**config.mk**
```make
export PLATFORM = sky130hd
export DESIGN_NAME = seq_watch
export DESIGN_NICKNAME = d
export VERILOG_FILES = /design/src/rtl/seq_watch_pkg.sv /design/src/rtl/seq_step_detect.sv /design/src/rtl/seq_watch.sv
export SDC_FILE = /design/constraint.sdc
export NUM_CORES = 1
export LEC_CHECK = 0
export ABC_AREA = 1
export ABC_CLOCK_PERIOD_IN_PS = 1300
export BUFFER_PORTS_ARGS = -buffer_cell sky130_fd_sc_hd__buf_2
export CAP_MARGIN = 20
export CORE_UTILIZATION = 45
export CTS_CLUSTER_DIAMETER = 30
export CTS_CLUSTER_SIZE = 30
export DETAILED_ROUTE_END_ITERATION = 16
export PLACE_DENSITY = 0.71
export SYNTH_ARGS = -nofsm -noshare
export SYNTH_HDL_FRONTEND = slang
export SYNTH_SLANG_ARGS = --single-unit
```
**constraint.sdc**
```tcl
create_clock -name clk -period 1.3 [get_ports clk]
set_clock_uncertainty 0.1 [all_clocks]
set_input_delay 0.39 -clock clk [delete_from_list [all_inputs] [get_ports clk]]
set_output_delay 0.39 -clock clk [all_outputs]
set_load 0.1 [all_outputs]
```
**src/rtl/seq_watch_pkg.sv**
```systemverilog
// Shared types and default pattern constants for the seq_watch monitor.
package seq_watch_pkg;

  typedef enum logic [1:0] {
    IDLE = 2'd0,
    GOT0 = 2'd1,
    GOT1 = 2'd2
  } state_t;

  localparam logic [2:0] P0_DEF    = 3'd2;
  localparam logic [2:0] P1_DEF    = 3'd3;
  localparam logic [2:0] P2_DEF    = 3'd4;
  localparam int         CNT_W_DEF = 4;

endpackage

```
**src/rtl/seq_step_detect.sv**
```systemverilog
// Step classifier for the 3-bit counter stream: tracks the previous value,
// registers step direction, and (with SEQ_WATCH_ERR_EN) a sticky illegal-step flag.
module seq_step_detect (
  input  logic       clk,
  input  logic       rst_n,
  input  logic [2:0] qf,
  output logic       step,
  output logic       dir,
  output logic       dir_valid,
  output logic       err
);

  logic [2:0] q_prev;
  logic [2:0] q_inc;
  logic [2:0] q_dec;
  logic       up;
  logic       down;

  // 3-bit arithmetic gives the mod-8 wrap for free
  assign q_inc = q_prev + 3'd1;
  assign q_dec = q_prev - 3'd1;
  assign up    = (qf == q_inc);
  assign down  = (qf == q_dec);
  assign step  = (qf != q_prev);

  always_ff @(posedge clk or negedge rst_n) begin
    if (!rst_n) begin
      q_prev    <= 3'd0;
      dir       <= 1'b0;
      dir_valid <= 1'b0;
    end else begin
      q_prev    <= qf;
      dir_valid <= up | down;
      if (up | down) dir <= up;
    end
  end

`ifdef SEQ_WATCH_ERR_EN
  logic illegal;

  assign illegal = step & ~up & ~down;

  always_ff @(posedge clk or negedge rst_n) begin
    if (!rst_n) err <= 1'b0;
    else if (illegal) err <= 1'b1;
  end
`else
  assign err = 1'b0;
`endif

endmodule

```
**src/rtl/seq_watch.sv**
```systemverilog
// Pattern monitor for the up/down sequence counter: three-code match FSM,
// registered hit pulse and saturating hit counter. Optional macro: SEQ_WATCH_ERR_EN.
module seq_watch
  import seq_watch_pkg::*;
#(
  parameter logic [2:0] P0    = P0_DEF,
  parameter logic [2:0] P1    = P1_DEF,
  parameter logic [2:0] P2    = P2_DEF,
  parameter int         CNT_W = CNT_W_DEF
) (
  input  logic             clk,
  input  logic             rst_n,
  input  logic             en,
  input  logic [2:0]       qf,
  output logic             dir,
  output logic             dir_valid,
  output logic             hit,
  output logic [CNT_W-1:0] hit_cnt,
  output logic             err
);

  function automatic logic [CNT_W-1:0] sat_inc(input logic [CNT_W-1:0] v);
    if (&v) return v;
    return v + {{(CNT_W-1){1'b0}}, 1'b1};
  endfunction

  state_t state;
  state_t state_nxt;
  logic   step;
  logic   adv;
  logic   complete;

  seq_step_detect u_step (
    .clk       (clk),
    .rst_n     (rst_n),
    .qf        (qf),
    .step      (step),
    .dir       (dir),
    .dir_valid (dir_valid),
    .err       (err)
  );

  assign adv = en & step;

  always_ff @(posedge clk or negedge rst_n) begin
    if (!rst_n) state <= IDLE;
    else        state <= state_nxt;
  end

  // A fresh P0 always restarts the match, which is what allows overlaps
  always_comb begin
    state_nxt = state;
    if (adv) begin
      case (state)
        IDLE:    state_nxt = (qf == P0) ? GOT0 : IDLE;
        GOT0: begin
          if      (qf == P1) state_nxt = GOT1;
          else if (qf == P0) state_nxt = GOT0;
          else               state_nxt = IDLE;
        end
        GOT1: begin
          if      (qf == P2) state_nxt = (P2 == P0) ? GOT0 : IDLE;
          else if (qf == P0) state_nxt = GOT0;
          else               state_nxt = IDLE;
        end
        default: state_nxt = IDLE;
      endcase
    end
  end

  always_comb begin
    complete = adv && (state == GOT1) && (qf == P2);
  end

  always_ff @(posedge clk or negedge rst_n) begin
    if (!rst_n) begin
      hit     <= 1'b0;
      hit_cnt <= '0;
    end else begin
      hit <= complete;
      if (complete) hit_cnt <= sat_inc(hit_cnt);
    end
  end

endmodule
```
==> results of run 1 <==
[registers in the layout, indices dropped and copies added (netlist names)]
name	cells
hit	1
state	2
u_step.dir_valid	1
u_step.dir	1
u_step.q_prev	3
hit_cnt	4
[area by class of cell]
cell class	count	area, sq um
clock buffers	4	36.3
fillers	72	260
inverters	11	41.3
multi-input cells	52	347
flip-flops and latches	12	314
well taps	15	18.8
repair buffers	27	300
[stage by stage]
step	total power, mW	setup TNS [ns]
3_5_place_dp	0.780	-0.617
3_3_place_gp	0.774	-0.272
4_1_cts	1.11	-1.03
5_1_grt	1.15	-1.49
2_1_floorplan	0.642	-0.380
6_report	1.11	-1.08
[where the power goes]
| group | internal [mW] | leakage (nW) | switching (mW) |
|---|---|---|---|
| Combinational | 0.145 | 0.375 | 0.237 |
| Clock | 0.170 | 0.0210 | 0.132 |
| Sequential | 0.404 | 0.145 | 0.0263 |
| Total | 0.720 | 0.542 | 0.395 |
[synthesized netlist by cell type]
cell / n / area (sq um)
nand2_1: 27 / 101
dfrtp_1: 12 / 300
inv_1: 8 / 30.0
nand3_1: 5 / 25.0
xor2_1: 4 / 35.0
ha_1: 3 / 37.5
inv_2: 3 / 11.3
nand3_2: 2 / 20.0
nor2_1: 2 / 7.51
xnor2_1: 2 / 17.5
a21oi_1: 1 / 5.00
buf_4: 1 / 7.51
conb_1: 1 / 3.75
nand3b_1: 1 / 7.51
nand4_1: 1 / 6.26
nor2_4: 1 / 11.3
nor4_1: 1 / 6.26
o21ai_1: 1 / 5.00
[worst max path at each step]
stage / depth (start not counted) / slack, ns / endpoint
2_1_floorplan: 5 / -0.1 / hit_cnt[2]
3_5_place_dp: 8 / -0.1 / hit_cnt[1]
5_1_grt: 1 / -0.17 / hit_cnt[1]
6_report: 1 / -0.16 / hit_cnt[0]
3_3_place_gp: 9 / -0.04 / state[1]
4_1_cts: 1 / -0.16 / hit_cnt[0]
[repair_timing]
| action | in CTS | in global routing |
|---|---|---|
| pin swaps | 11 | 8 |
| resized for setup | 8 | 2 |
| hold buffers | 1 | 0 |
| endpoints found under the setup margin | 13 | 15 |
| setup buffers | 8 | 0 |
| hold endpoints to repair | 12 | 0 |
[logic make-up (layout without fill, tap and decap cells)]
family | after synthesis | count (layout) | share of synthesized area (%)
and+or+nand+nor | 40 | 40 | 29.0
DFF | 12 | 12 | 47.1
buffers and inverters | 12 | 42 | 7.65
xor gates and xnor gates | 6 | 6 | 8.24
adders and majority gates | 3 | 3 | 5.88
AOI/OAI and AO/OA | 2 | 2 | 1.57
other | 1 | 1 | 0.588
[metal layers]
layer | global-route usage [%] | up-vias
met5 | 0 | -
met4 | 12.1 | 0
met3 | 5.68 | 4
met2 | 41.0 | 17
met1 | 28.6 | 278
li1 | - | 292
==> impl_results.md, run 1 <==
* Status: finished, violations left
* Violated checks: setup timing
* Hold endpoint: u_step.q_prev[0]
* PnR worst setup slack at -0.161 ns
* Global-route wire length before repair at 2.43 mm
* P&R area growth vs syn at 65.7%
* Clock slew at the register clock pins of the worst setup and hold paths at around 0.080 ns
* Biggest cell delay along the critical path at 0.51 ns
* Post-DRT Antenna Nets at 0
* IO Count at 14
* DIE AREA at 0.00157 sq mm
* Ratio of cells with drive above 1 in the final layout at about half
* Worst R2R Start: hit_cnt[0]
* DRT Pass-1 Iters at 4
* Wirelength per Cell at roughly 12 um
* HPWL Detailed at approximately 960 um
* Period minus WS final at approximately 1.5 ns
* Final max-slew violation count at 0
* Initial antenna violation count at 0
* Synthesized Nets at 85
* Crit-path slowest cell: dfrtp_4
* Skew-Pair Late Insertion Delay at approximately 0.28 ns
* Mapped Area at between 600 and 700 sq um
* Synth cell types at 18
* Synth Area per Inst at between 8 and 9 sq um
* DIE HEIGHT at 39.7 um
* Critical Path Start: hit_cnt[0]
* Final core utilization at roughly four fifths
* Vias in the first global route at between 500 and 600
* CP required at 0.81 ns
* Root Buffer: clkbuf_4
* Leakage power at approximately 0.54 nW
* GRT Resource Usage Total at between 20% and 30%
* R2R Path End: hit_cnt[1]
* H-tree depth at 1
* Routed met3 length at roughly 57 um
* CTS tree: yes
* Worst-path cell chain: buf_12
* Largest net degree at the start of global routing at 13
* Die X at roughly 40 um
* Placed Cells at between 100 and 150
* Bufs and invs on worst path at 1
* Post-place setup slack at -0.0994 ns
* Placement Cell Area at 891 sq um
* Gate count of the mapped netlist at 76
* Core box area at ~0.0013 sq mm
* Final number of setup-violating endpoints at 12
* Final-stage net count at roughly 120
* ANT cells at 0
* CTS max path bufs at 2
* Gpl congestion at between 0.8 and 0.9
* Min-delay src: qf[0]
* Layout Cells excl Fill at ~120
* Metal2 WL at roughly 770 um
* Post-synthesis sequential area ratio at approximately 47%
* Fin area at 0.00106 sq mm
* Hold Path Class: primary input to flip-flop
* Final period utilization at 112%
* M1 WL at about 650 um
* RSZ-0062 raised after global routing: true
* PwrDens at around 1100 mW/mm^2
* Most common cell after layout, fill and taps aside: nand2_1
* Critical path's top delay family: flip-flops
* Hold path cells at 1
* CP Capture Type: primary output
* Num CTS Buffers at 3
* Final hold violation count at 0
* Commonest cells after routing, fill and taps aside: nand2_1 (24), buf_4 (11), buf_12 (8), inv_1 (7)
* Critical Path Fanout Max at 2
* Sink Count at 12
* WP data arrival at around 0.97 ns
* DRC at 0
* Via count at 591
* Initial Util at around half
* FP Rows at 13
* Count of maximum capacitance violations at 0
* Total grt overflow at 0
* WHS at about 0.16 ns
* PortBufs at 12
* Via density at a little under 5
* Critical Path Source Type: flip-flop
* Highest routed metal layer: met4
* Peak Freq at slightly below 0.7 GHz
* Reg-to-reg slack, setup at -0.12 ns
* Yosys warns at 0
* Yosys reg bits at 12
* Worst VDD drop at roughly 0.8 mV
* R2R cell count at 6
* Crit path kind: flip-flop to primary output
* Routed wire length at around 1.5 mm
* DR iter-0 viols at 11
No activity file was read; power rests on OpenSTA's default activity.
==> run 2: changes to the inputs <==
BUFFER_PORTS_ARGS = default   (was -buffer_cell sky130_fd_sc_hd__buf_2)
CORE_AREA = 2 2 39 41   (was default)
CORE_UTILIZATION = default   (was 45)
DIE_AREA = 0 0 41 43   (was default)
DONT_BUFFER_PORTS = 1   (was default)
PLACE_DENSITY = 0.65   (was 0.71)
==> run 2 against run 1 <==
Net effect: the flow still finishes with violations (setup timing); via count is 6.9% lower; total power is 7.3% lower; global-route usage is 5.2 points lower; first-iteration DRC count is 18% higher; setup slack better by 0.0053 ns; clock power is 2% higher; register-to-register slack worse by 0.02 ns.
==> impl_results.md, run 2 (same netlist as run 1, synthesis figures left out) <==
* Initial Util at 46.1% (-2.3 points)
* Tightest Pin Transition at about 0.55 ns
* Global-route wire length before repair at 2.18 mm (-10%)
* Final hold violation count at 0 (unchanged)
* Via count at 550 (-6.9%)
* Final number of setup-violating endpoints at 13 (+1)
* Max reg flops at 4 (unchanged)
* CTS max path bufs at 2 (unchanged)
* Via density at 5.00 (+2.4%)
* Period minus WS final at 1.46 ns (-0.00532 ns)
* Hold Path Class: primary input to flip-flop
* Num CTS Buffers at 3 (unchanged)
* Setup TNS at -1.16 ns (-0.0803 ns)
* Critical Path Source Type: flip-flop
* Routed wire length at 1.31 mm (-13%)
* Final period utilization at 112% (-0.41 points)
* Leakage power at 0.479 nW (-12%)
* Post-place setup slack at -0.0626 ns (+0.0368 ns)
* Root Buffer: clkbuf_4
* Bufs and invs on worst path at 1 (unchanged)
* ANT cells at 0 (unchanged)
* Peak Freq at 0.687 GHz (+0.37%)
* WHS at 0.0312 ns (-0.132 ns)
* CTS tree: yes
* FP Rows at 14 (+1)
* Die X at 41 um (+3.4%)
* Placed Cells at 97 (-10%)
* PortBufs at 0 (-12)
* Violated checks: setup timing
* Wirelength per Cell at 11.9 um (-4.0%)
* DRC at 0 (unchanged)
* Critical path depth in cells at 1 (unchanged)
* Gpl congestion at 0.682 (-16%)
* Status: finished, violations left
* Core box area at 0.00138 sq mm (+5.0%)
* Final-stage net count at 104 (-10%)
* Largest net degree at the start of global routing at 13 (unchanged)
* Critical Path Fanout Max at 3 (+1)
* GRT Resource Usage Total at 19.2% (-5.2 points)
* Slew HR at approximately 63%
* P&R area growth vs syn at 51.2%
* DIE HEIGHT at 43 um (+8.4%)
* Largest regs: hit_cnt x4, u_step.q_prev x3, state x2
* Hold path cells at 0 (-1)
* CP Capture Type: primary output
* Biggest cell delay along the critical path at 0.50 ns (about the same)
* Worst-path cell chain: buf_12
* WP data arrival at 0.97 ns (about the same)
* DR iter-0 viols at 13 (+2)
* Layout Cells excl Fill at 110 (-9.1%)
* DIE AREA at 0.00176 sq mm (+12%)
* # fillers at 84 (+17%)
* Vias in the first global route at 537 (-8.2%)
* Critical path's top delay family: flip-flops
* Crit-path slowest cell: dfrtp_4
* Skew-Pair Late Insertion Delay at 0.28 ns (about the same)
* Ratio of cells with drive above 1 in the final layout at 44.7% (-5.3 points)
* DRT Pass-1 Iters at 4 (unchanged)
* CP required at 0.81 ns (about the same)
* Total grt overflow at 0 (unchanged)
* Final max-slew violation count at 0 (unchanged)
* R2R cell count at 6 (unchanged)
* PwrDens at 1070 mW/mm^2 (+1.5%)
* Fin area at 965 sq um (-8.8%)
* IO Count at 14 (unchanged)
* RSZ-0062 raised after global routing: true
* PnR worst setup slack at -0.155 ns (+0.00532 ns)
* Post-DRT Antenna Nets at 0 (unchanged)
* Largest Register: hit_cnt
* Most common cell after layout, fill and taps aside: nand2_1
* Commonest cells after routing, fill and taps aside: nand2_1 (24), inv_1 (7), buf_12 (6), buf_4 (5), dfrtp_1 (5)
* Clock slew at the register clock pins of the worst setup and hold paths at 0.08 ns (about the same)
* H-tree depth at 1 (unchanged)
* Count of maximum capacitance violations at 0 (unchanged)
* HPWL Detailed at 850 um (-12%)
* Placement Cell Area at 777 sq um (-13%)
* Crit path kind: flip-flop to primary output
* Initial antenna violation count at 0 (unchanged)
* Worst VDD drop at 0.712 mV (-9.1%)
* Sink Count at 12 (unchanged)
## run 2: metal layers
metal	up-vias	share of wire, %	track usage, %
li1	267	-	-
met1	266	43	22.5
met2	12	50	28.7
met3	5	4.0	4.71
met4	0	3.2	14.0
met5	-	0	0
## run 2: worst paths after layout
kind,start,end,slack (ns)
setup / recovery,hit_cnt[1],hit_cnt[1],-0.16
setup reg to reg,hit_cnt[0],hit_cnt[1],-0.14
hold / removal,qf[2],u_step.q_prev[2],0.03
min in group asynchronous,rst_n,hit_cnt[0],0.43
max in group asynchronous,rst_n,u_step.dir,0.26
hold reg to reg,state[1],state[1],0.43
## run 2: power by group
group	leakage, nW	switching (mW)	internal (mW)	total (mW)
clock network	0.0210	0.138	0.171	0.308
registers	0.145	0.107	0.409	0.516
logic	0.312	0.130	0.0785	0.209
total	0.479	0.375	0.658	1.03
## run 2: area by class of cell
class,count,area [sq um],share of cell area (%)
clock buffer,4,36.3,3.76
tap,16,20.0,2.08
multi-input combinational,52,349,36.2
sequential,12,317,32.8
inverter,11,41.3,4.28
timing repair buffer,15,201,20.9
## run 2: timing repair
| item | in CTS | in global routing |
|---|---|---|
| gates resized for setup | 9 | 10 |
| endpoints found under the setup margin | 10 | 15 |
| hold buffers | 1 | 0 |
| pin swaps | 2 | 11 |
| endpoints found under the hold margin | 12 | 0 |
| setup buffers | 6 | 2 |
## run 2: per-stage QoR
stage / total power, mW / util, %
2_1_floorplan: 0.642 / -
3_3_place_gp: 0.677 / 56.1
3_5_place_dp: 0.680 / 56.1
4_1_cts: 1.02 / 66.2
5_1_grt: 1.07 / 69.7
6_report: 1.03 / 69.7
